--- config.mk ---
export PLATFORM = sky130hd
export DESIGN_NAME = router_fifo
export DESIGN_NICKNAME = d
export VERILOG_FILES = /design/src/rtl/router_pkg.sv /design/src/rtl/router_fifo_mem.sv /design/src/rtl/router_fifo.sv
export SDC_FILE = /design/constraint.sdc
export NUM_CORES = 1
export LEC_CHECK = 0
export ABC_CLOCK_PERIOD_IN_PS = 4100
export BUFFER_PORTS_ARGS = -buffer_cell sky130_fd_sc_hd__buf_2
export CAP_MARGIN = 20
export CELL_PAD_IN_SITES_DETAIL_PLACEMENT = 0
export CELL_PAD_IN_SITES_GLOBAL_PLACEMENT = 1
export CORE_UTILIZATION = 57
export DETAILED_ROUTE_END_ITERATION = 7
export PLACE_DENSITY_LB_ADDON = 0.1
export SLEW_MARGIN = 20
export SYNTH_ARGS = -nofsm -noshare
export SYNTH_HDL_FRONTEND = slang
export SYNTH_SLANG_ARGS = --single-unit
--- constraint.sdc ---
create_clock -name clock -period 4.1 [get_ports clock]
set_clock_uncertainty 0.05 [all_clocks]
set_input_delay 0.205 -clock clock [delete_from_list [all_inputs] [get_ports clock]]
set_output_delay 0.205 -clock clock [all_outputs]
set_load 0.01 [all_outputs]
--- src/rtl/router_pkg.sv ---
// Shared constants and header helpers for the 1x3 router.
package router_pkg;

  localparam int DATA_W       = 8;
  localparam int FIFO_DEPTH   = 16;

  // Header byte layout: destination address in the low bits, payload length above it
  localparam int HDR_ADDR_MSB = 1;
  localparam int HDR_ADDR_LSB = 0;
  localparam int HDR_LEN_MSB  = 7;
  localparam int HDR_LEN_LSB  = 2;
  localparam int MAX_PAYLOAD  = 63;

  // Wide enough for MAX_PAYLOAD bytes plus the trailing parity byte
  localparam int PKT_CNT_W    = 7;

  // Bytes still to follow a header: the payload length plus one parity byte
  function automatic logic [PKT_CNT_W-1:0] hdr_count(input logic [DATA_W-1:0] hdr);
    return PKT_CNT_W'(hdr[HDR_LEN_MSB:HDR_LEN_LSB]) + PKT_CNT_W'(1);
  endfunction

endpackage

--- src/rtl/router_fifo_mem.sv ---
// Storage array for one router FIFO: one write port, one registered read port.
// The array itself is never reset; only the read register is cleared.
module router_fifo_mem
  import router_pkg::*;
#(
  parameter int DEPTH = FIFO_DEPTH,
  parameter int WIDTH = DATA_W,
  parameter int AW    = $clog2(DEPTH)
) (
  input  logic           clock,
  input  logic           resetn,
  input  logic           flush,
  input  logic           wr_en,
  input  logic [AW-1:0]  wr_addr,
  input  logic [WIDTH:0] wr_word,
  input  logic           rd_en,
  input  logic [AW-1:0]  rd_addr,
  output logic [WIDTH:0] rd_word
);

  logic [WIDTH:0] mem [DEPTH];

  // Store an incoming word; contents are only meaningful between the pointers
  always_ff @(posedge clock) begin
    if (wr_en) begin
      mem[wr_addr] <= wr_word;
    end
  end

  // Registered read word; cleared so the visible data is zero after any reset
  always_ff @(posedge clock or negedge resetn) begin
    if (!resetn) begin
      rd_word <= '0;
    end else if (flush) begin
      rd_word <= '0;
    end else if (rd_en) begin
      rd_word <= mem[rd_addr];
    end
  end

endmodule

--- src/rtl/router_fifo.sv ---
// Per-destination packet FIFO: stores {header marker, byte} words and tracks
// packet framing on the read side so a stray payload byte is flagged.
module router_fifo
  import router_pkg::*;
#(
  parameter int DEPTH = FIFO_DEPTH,
  parameter int WIDTH = DATA_W
) (
  input  logic             clock,
  input  logic             resetn,
  input  logic             soft_reset,
  input  logic             write_enb,
  input  logic             read_enb,
  input  logic             lfd_state,
  input  logic [WIDTH-1:0] data_in,
  output logic [WIDTH-1:0] data_out,
  output logic             full,
  output logic             empty,
  output logic             frame_err
);

  localparam int AW = $clog2(DEPTH);
  localparam int PW = AW + 1;

  logic [PW-1:0]        wr_ptr;
  logic [PW-1:0]        rd_ptr;
  logic                 lfd_d;
  logic                 pop_d;
  logic [PKT_CNT_W-1:0] pkt_cnt;
  logic [WIDTH:0]       rd_word;
  logic                 do_wr;
  logic                 do_rd;

  // The extra pointer MSB tells a full ring from an empty one
  assign empty = (wr_ptr == rd_ptr);
  assign full  = (wr_ptr[AW] != rd_ptr[AW]) && (wr_ptr[AW-1:0] == rd_ptr[AW-1:0]);

  // A flush wins over any transfer requested in the same cycle
  assign do_wr = write_enb && !full  && !soft_reset;
  assign do_rd = read_enb  && !empty && !soft_reset;

  assign data_out  = rd_word[WIDTH-1:0];
  assign frame_err = pop_d && !rd_word[WIDTH] && (pkt_cnt == '0);

  router_fifo_mem #(
    .DEPTH (DEPTH),
    .WIDTH (WIDTH),
    .AW    (AW)
  ) u_mem (
    .clock   (clock),
    .resetn  (resetn),
    .flush   (soft_reset),
    .wr_en   (do_wr),
    .wr_addr (wr_ptr[AW-1:0]),
    .wr_word ({lfd_d, data_in}),
    .rd_en   (do_rd),
    .rd_addr (rd_ptr[AW-1:0]),
    .rd_word (rd_word)
  );

  // Pointers, header-marker delay and the per-packet byte countdown
  always_ff @(posedge clock or negedge resetn) begin
    if (!resetn) begin
      wr_ptr  <= '0;
      rd_ptr  <= '0;
      lfd_d   <= 1'b0;
      pop_d   <= 1'b0;
      pkt_cnt <= '0;
    end else if (soft_reset) begin
      wr_ptr  <= '0;
      rd_ptr  <= '0;
      lfd_d   <= 1'b0;
      pop_d   <= 1'b0;
      pkt_cnt <= '0;
    end else begin
      lfd_d <= lfd_state;
      pop_d <= do_rd;
      if (do_wr) begin
        wr_ptr <= wr_ptr + PW'(1);
      end
      if (do_rd) begin
        rd_ptr <= rd_ptr + PW'(1);
      end
      if (pop_d) begin
        if (rd_word[WIDTH]) begin
          pkt_cnt <= hdr_count(rd_word[WIDTH-1:0]);
        end else if (pkt_cnt != '0) begin
          pkt_cnt <= pkt_cnt - PKT_CNT_W'(1);
        end
      end
    end
  end

endmodule

* After elaboration in Yosys (flattened, before gate mapping)
Memory sizes are Yosys's and may differ from the RTL's. Cells that the tools add are included.
Cells by class: $add $sub $neg 4, equality and inequality tests 3, muxes and demuxes 14, reduce and logical (&&, ||, !) cells 18
Operator list (number):
- 7-bit 2-to-1 mux | 4
- 5-bit 2-to-1 mux | 4
- 9-bit 2-to-1 mux | 2
- 5-bit by 1-bit adder with 5-bit output (second input constant) | 2
- 6-bit by 1-bit adder with 7-bit output (second input constant) | 1
- 1-bit logical AND | 7
- 7-bit zero test | 1
- 7-bit nonzero test | 1
- 7-bit by 1-bit subtractor with 7-bit output (second input constant) | 1
- 2-bit nonzero test | 3
- 5-bit equality test | 1
- 4-bit equality test | 1
- 1-bit zero test | 4
- 1-bit 2-to-1 mux | 4
- 3-bit nonzero test | 1
- 2-bit AND reduction | 1
- 1-bit inequality test | 1
Storage, ports and cells: register bits after elaboration 28, bits in writable memories 144, input bits 14, output and inout bits 11, word-level logic and storage cells 46, memories kept 1
Memories:
- u_mem.mem | depth 16, width 9, rd ports 1, clocked after memory_dff 0, write ports 1, line router_fifo_mem.sv:21 | logic [WIDTH:0] mem [DEPTH];

* Logic depth before layout (Yosys ltp)
depth after elaboration 7, depth in mapped cells 7, gate-level depth less buffers 7

* Hierarchy
A second synthesis with hierarchy kept.
Unflattened totals: cell total of the unflattened synthesis 486, area, all modules 7339.5 um2
Modules (own cells, without submodules):
- router_fifo_mem | instances 1, cells an instance 352, area each 6024.5 um2, seq. area each 4549.4 um2
- router_fifo | instances 1, cells an instance 134, area each 1315.0 um2, seq. area each 475.5 um2

* Worst setup path before layout
Ideal clock, no wire load.
path type flip-flop to flip-flop, start register rd_ptr[1], end memory u_mem.mem[4][0] in the netlist's numbering (enable), setup time 0.337 ns, arrival time 1.626 ns, required time 3.713 ns, path slack 2.087 ns, cell stages (with the launch flop) 7, path buffers 1, period minus slack after synthesis 2.013 ns, cells stage by stage dfrtp_1 > buf_6 > xnor2_1 > nand4_2 > o21ai_4 > nor2_1 > and4_1
On the way: cells in the longest elaborated chain, start to end 7
Ends and longest elaborated chain:
- start: declaration | line router_fifo.sv:26 | logic [PW-1:0] rd_ptr;
- start signal: assignment | line router_fifo.sv:82 | rd_ptr <= rd_ptr + PW'(1);
- 4-bit equality test | line router_fifo.sv:36 | assign full = (wr_ptr[AW] != rd_ptr[AW]) && (wr_ptr[AW-1:0] == rd_ptr[AW-1:0]);
- 1-bit logical AND | line router_fifo.sv:36
- 1-bit zero test | line router_fifo.sv:39 | assign do_wr = write_enb && !full && !soft_reset;
- 1-bit logical AND (2 in a row) | line router_fifo.sv:39
- 1-bit 2-to-1 mux | line router_fifo_mem.sv:25 | if (wr_en) begin
- 1-bit 2-to-1 mux (implied by the code) | line router_fifo_mem.sv:26 | mem[wr_addr] <= wr_word;
- end: declaration | line router_fifo_mem.sv:21
No other way between the ends.

* Worst setup path in the final report
start register rd_ptr[0], end memory u_mem.mem[4][7] in the netlist's numbering (enable)
The elaborated chain is that of the path after synthesis.

==> flow_summary.toml <==
[floorplan]
core_sq_mm = 0.0126
dieArea_sq_mm = 0.0134
chipHeight_um = 116
rows = 41
io_pins = 25
initial_utilization = 0.584
die_w_um = 116

[clocking]
tritoncts = "done"
clk_transition_reported_paths_ps = 70
cts_inserted_buffers = 17
h-tree-depth = 4
clkLatencyLatePin_ps = 430
post_cts.resized_instances = 0
root_buffer = "clkbuf_16"
clock_sink_count = 172
ctsLongestPathBuffers = 2

[critical_path]
startpoint_type_of_the_worst_setup_path = "flip-flop"
worst_r2r_path_depth = 5
slowest_stage = "dfrtp_1"
worst_ep_required_time_ps = 4140
critPathMaxStageDelay_ps = 950
cp_max_fo = 23
worstSetupEndpointType = "flip-flop"
path_cells = "xnor2_1 > nand4_2 > o21ai_4 > nor2_1 > and4_1"
worst-endpoint-arrival_ps = 2930
critPathKind = "reg -> reg"

[drt]
wl_mm = 15.3
via_count = 3857
final_antenna_net_count = 0
post_drt_wl_per_cell_um = 24.2
drt-vias-per-instance = 6.08
number_of_iterations_in_the_first_detailed_routing_pass = 5
drc_errors = 0
initialDrtViolationCount = 254

[yosys]
ys_seq_elements = 172
number_of_instances_in_the_synthesized_netlist = 432
synth_enable_flop_cells = 144
synth_nets = 453
syn-cell-area_sq_mm = 0.00736
synth-warning-count = 0
sequential_cell_area_fraction_in_the_yosys_report = 0.682
synth_cell_types = 50
synth-async-reset-ratio = 0.163
synth_ff_type = "edfxtp_1"
syn-mean-instance-area_sq_um = 17.0

[timing]
totalNegativeSetupSlack_ps = 0
setup_viol = 0
timing_hold_violations_final = 0
worst_max_slew_pin_slew_ps = 921
hold-worst-slack_ps = 140
final_min_period_over_clock_period = 0.705
slew_violations = 0
final.setup.worst_slack_ps = 1210
slew-limit-headroom = 0.386
period_minus_slack_ps = 2890
rsz0062_at_grt = "false"
max_freq_mhz = 346

[global_routing]
grt.overflow.total = 0
grt_first_pass_wirelength_mm = 23.0
via_count_of_the_first_global_routing_pass = 3829
antenna_found_initial = 1
grt_max_degree = 50
global_route.usage.total = 0.256

[layout]
mostFrequentLayoutCell = "edfxtp_1"
finish.net_count = 470
multi_input_comb_area_sq_mm = 0.00211
drive_above_1_share = 0.195
antenna-diode-count = 0
flow.area_growth_from_synthesis_pct = 10.1
final_cell_mix = "144 x edfxtp_1, 29 x nor2_1, 27 x dfrtp_1"
fin_cells = 634
regArea_sq_mm = 0.00503
fill_cells = 917

[power]
irDropWorstVdd_uv = 387
power_density_mw_per_mm2 = 495
total_leakage_power_uw = 0.00279

[run]
maxCapViolations = 0

[placement]
routabilityCongestion = 0.850
dpl_worst_slack_ps = 1240
place.detailed.hpwl_mm = 9.92
port_buffers = 24
dp.cells = 600

[status]
status = "finished, final reports clean"

[worst_hold_path]
whs_path_depth = 4
hp-class = "in -> reg"
==> routing by layer <==
layer / wire (um) / global-route usage / vias to the layer above
met4: 351 / 0.102 / 0
met3: 722 / 0.0507 / 28
met2: 7610 / 0.414 / 130
met5: 0 / 0 / -
li1: - / - / 1750
met1: 6650 / 0.346 / 1949
==> where the power goes <==
group	switching [uW]	internal [uW]	leakage (uW)
registers	83.2	1940	0.00168
clock network	652	893	0.000273
logic	253	190	0.000834
==> worst paths after layout <==
kind                                   startpoint                         to  slack (ps)
setup / recovery            rd_ptr[0]$_DFFE_PN0P_  u_mem.mem[4][7]$_DFFE_PP_        1210
hold / removal                          write_enb      wr_ptr[4]$_DFFE_PN0P_         140
hold reg to reg            pkt_cnt[3]$_DFFE_PN0P_     pkt_cnt[3]$_DFFE_PN0P_         480
setup reg to reg            rd_ptr[0]$_DFFE_PN0P_  u_mem.mem[4][7]$_DFFE_PP_        1210
max in group asynchronous                  resetn      rd_ptr[2]$_DFFE_PN0P_        3250
min in group asynchronous                  resetn            lfd_d$_DFF_PN0_         290
==> synth_stat cells (8+ instances only) <==
| cell | count | area [sq um] |
|---|---|---|
| edfxtp_1 | 144 | 4320 |
| nor2_1 | 29 | 109 |
| dfrtp_1 | 28 | 701 |
| mux4_1 | 24 | 631 |
| mux2_2 | 19 | 214 |
| a211oi_1 | 17 | 128 |
| nor3_1 | 15 | 75.1 |
| and3_1 | 14 | 87.6 |
| mux2i_1 | 10 | 100 |
| o21ai_0 | 10 | 50.1 |
| xnor2_1 | 10 | 87.6 |
| buf_4 | 9 | 67.6 |
| o22ai_1 | 9 | 56.3 |
| a21oi_1 | 8 | 40.0 |
| inv_1 | 8 | 30.0 |
==> state kept, by name, summed over array words and instances (netlist names) <==
name and flops:
u_mem.mem 144, u_mem.rd_word 9, pkt_cnt 7, rd_ptr 5
wr_ptr 5, lfd_d 1, pop_d 1
==> kinds of logic (layout without fill, tap and decap cells) <==
kind of cell / Yosys count / in the layout / synth area share
fa+ha+maj: 7 / 7 / 0.0119
simple gates: 85 / 85 / 0.0622
compound gates: 57 / 57 / 0.0552
buf+inv: 39 / 69 / 0.0316
mux: 57 / 57 / 0.139
flops: 172 / 172 / 0.682
xor+xnor: 15 / 15 / 0.0178
==> repair_timing <==
item,in CTS,in global routing
hold buffers,2,0
setup buffers,0,0
hold endpoints to repair,29,0
==> critical path, delay by kind of cell (launching register included) <==
| kind | cells | cell delay [ps] |
|---|---|---|
| simple gates | 3 | 1240 |
| compound gates | 1 | 120 |
| xor+xnor | 1 | 190 |
| flops | 1 | 950 |
==> area by class of cell <==
type / count / share of cell area
flip-flops and latches: 172 / 0.620
multi-input cells: 221 / 0.260
clock buffers: 17 / 0.0525
well taps: 172 / 0.0265
repair buffers: 28 / 0.0191
clock inverters: 15 / 0.0177
inverters: 9 / 0.00417
==> metrics by stage <==
| stage | cell area [sq um] | power, uW | util |
|---|---|---|---|
| 3_5_place_dp | 7520 | 2500 | 0.596 |
| 3_3_place_gp | 7520 | 2490 | 0.596 |
| 5_1_grt | 8110 | 4150 | 0.642 |
| 6_report | 8110 | 4010 | 0.642 |
| 2_1_floorplan | 7360 | 2380 | - |
| 4_1_cts | 8110 | 4030 | 0.642 |
(Power assumes the default switching activity.)
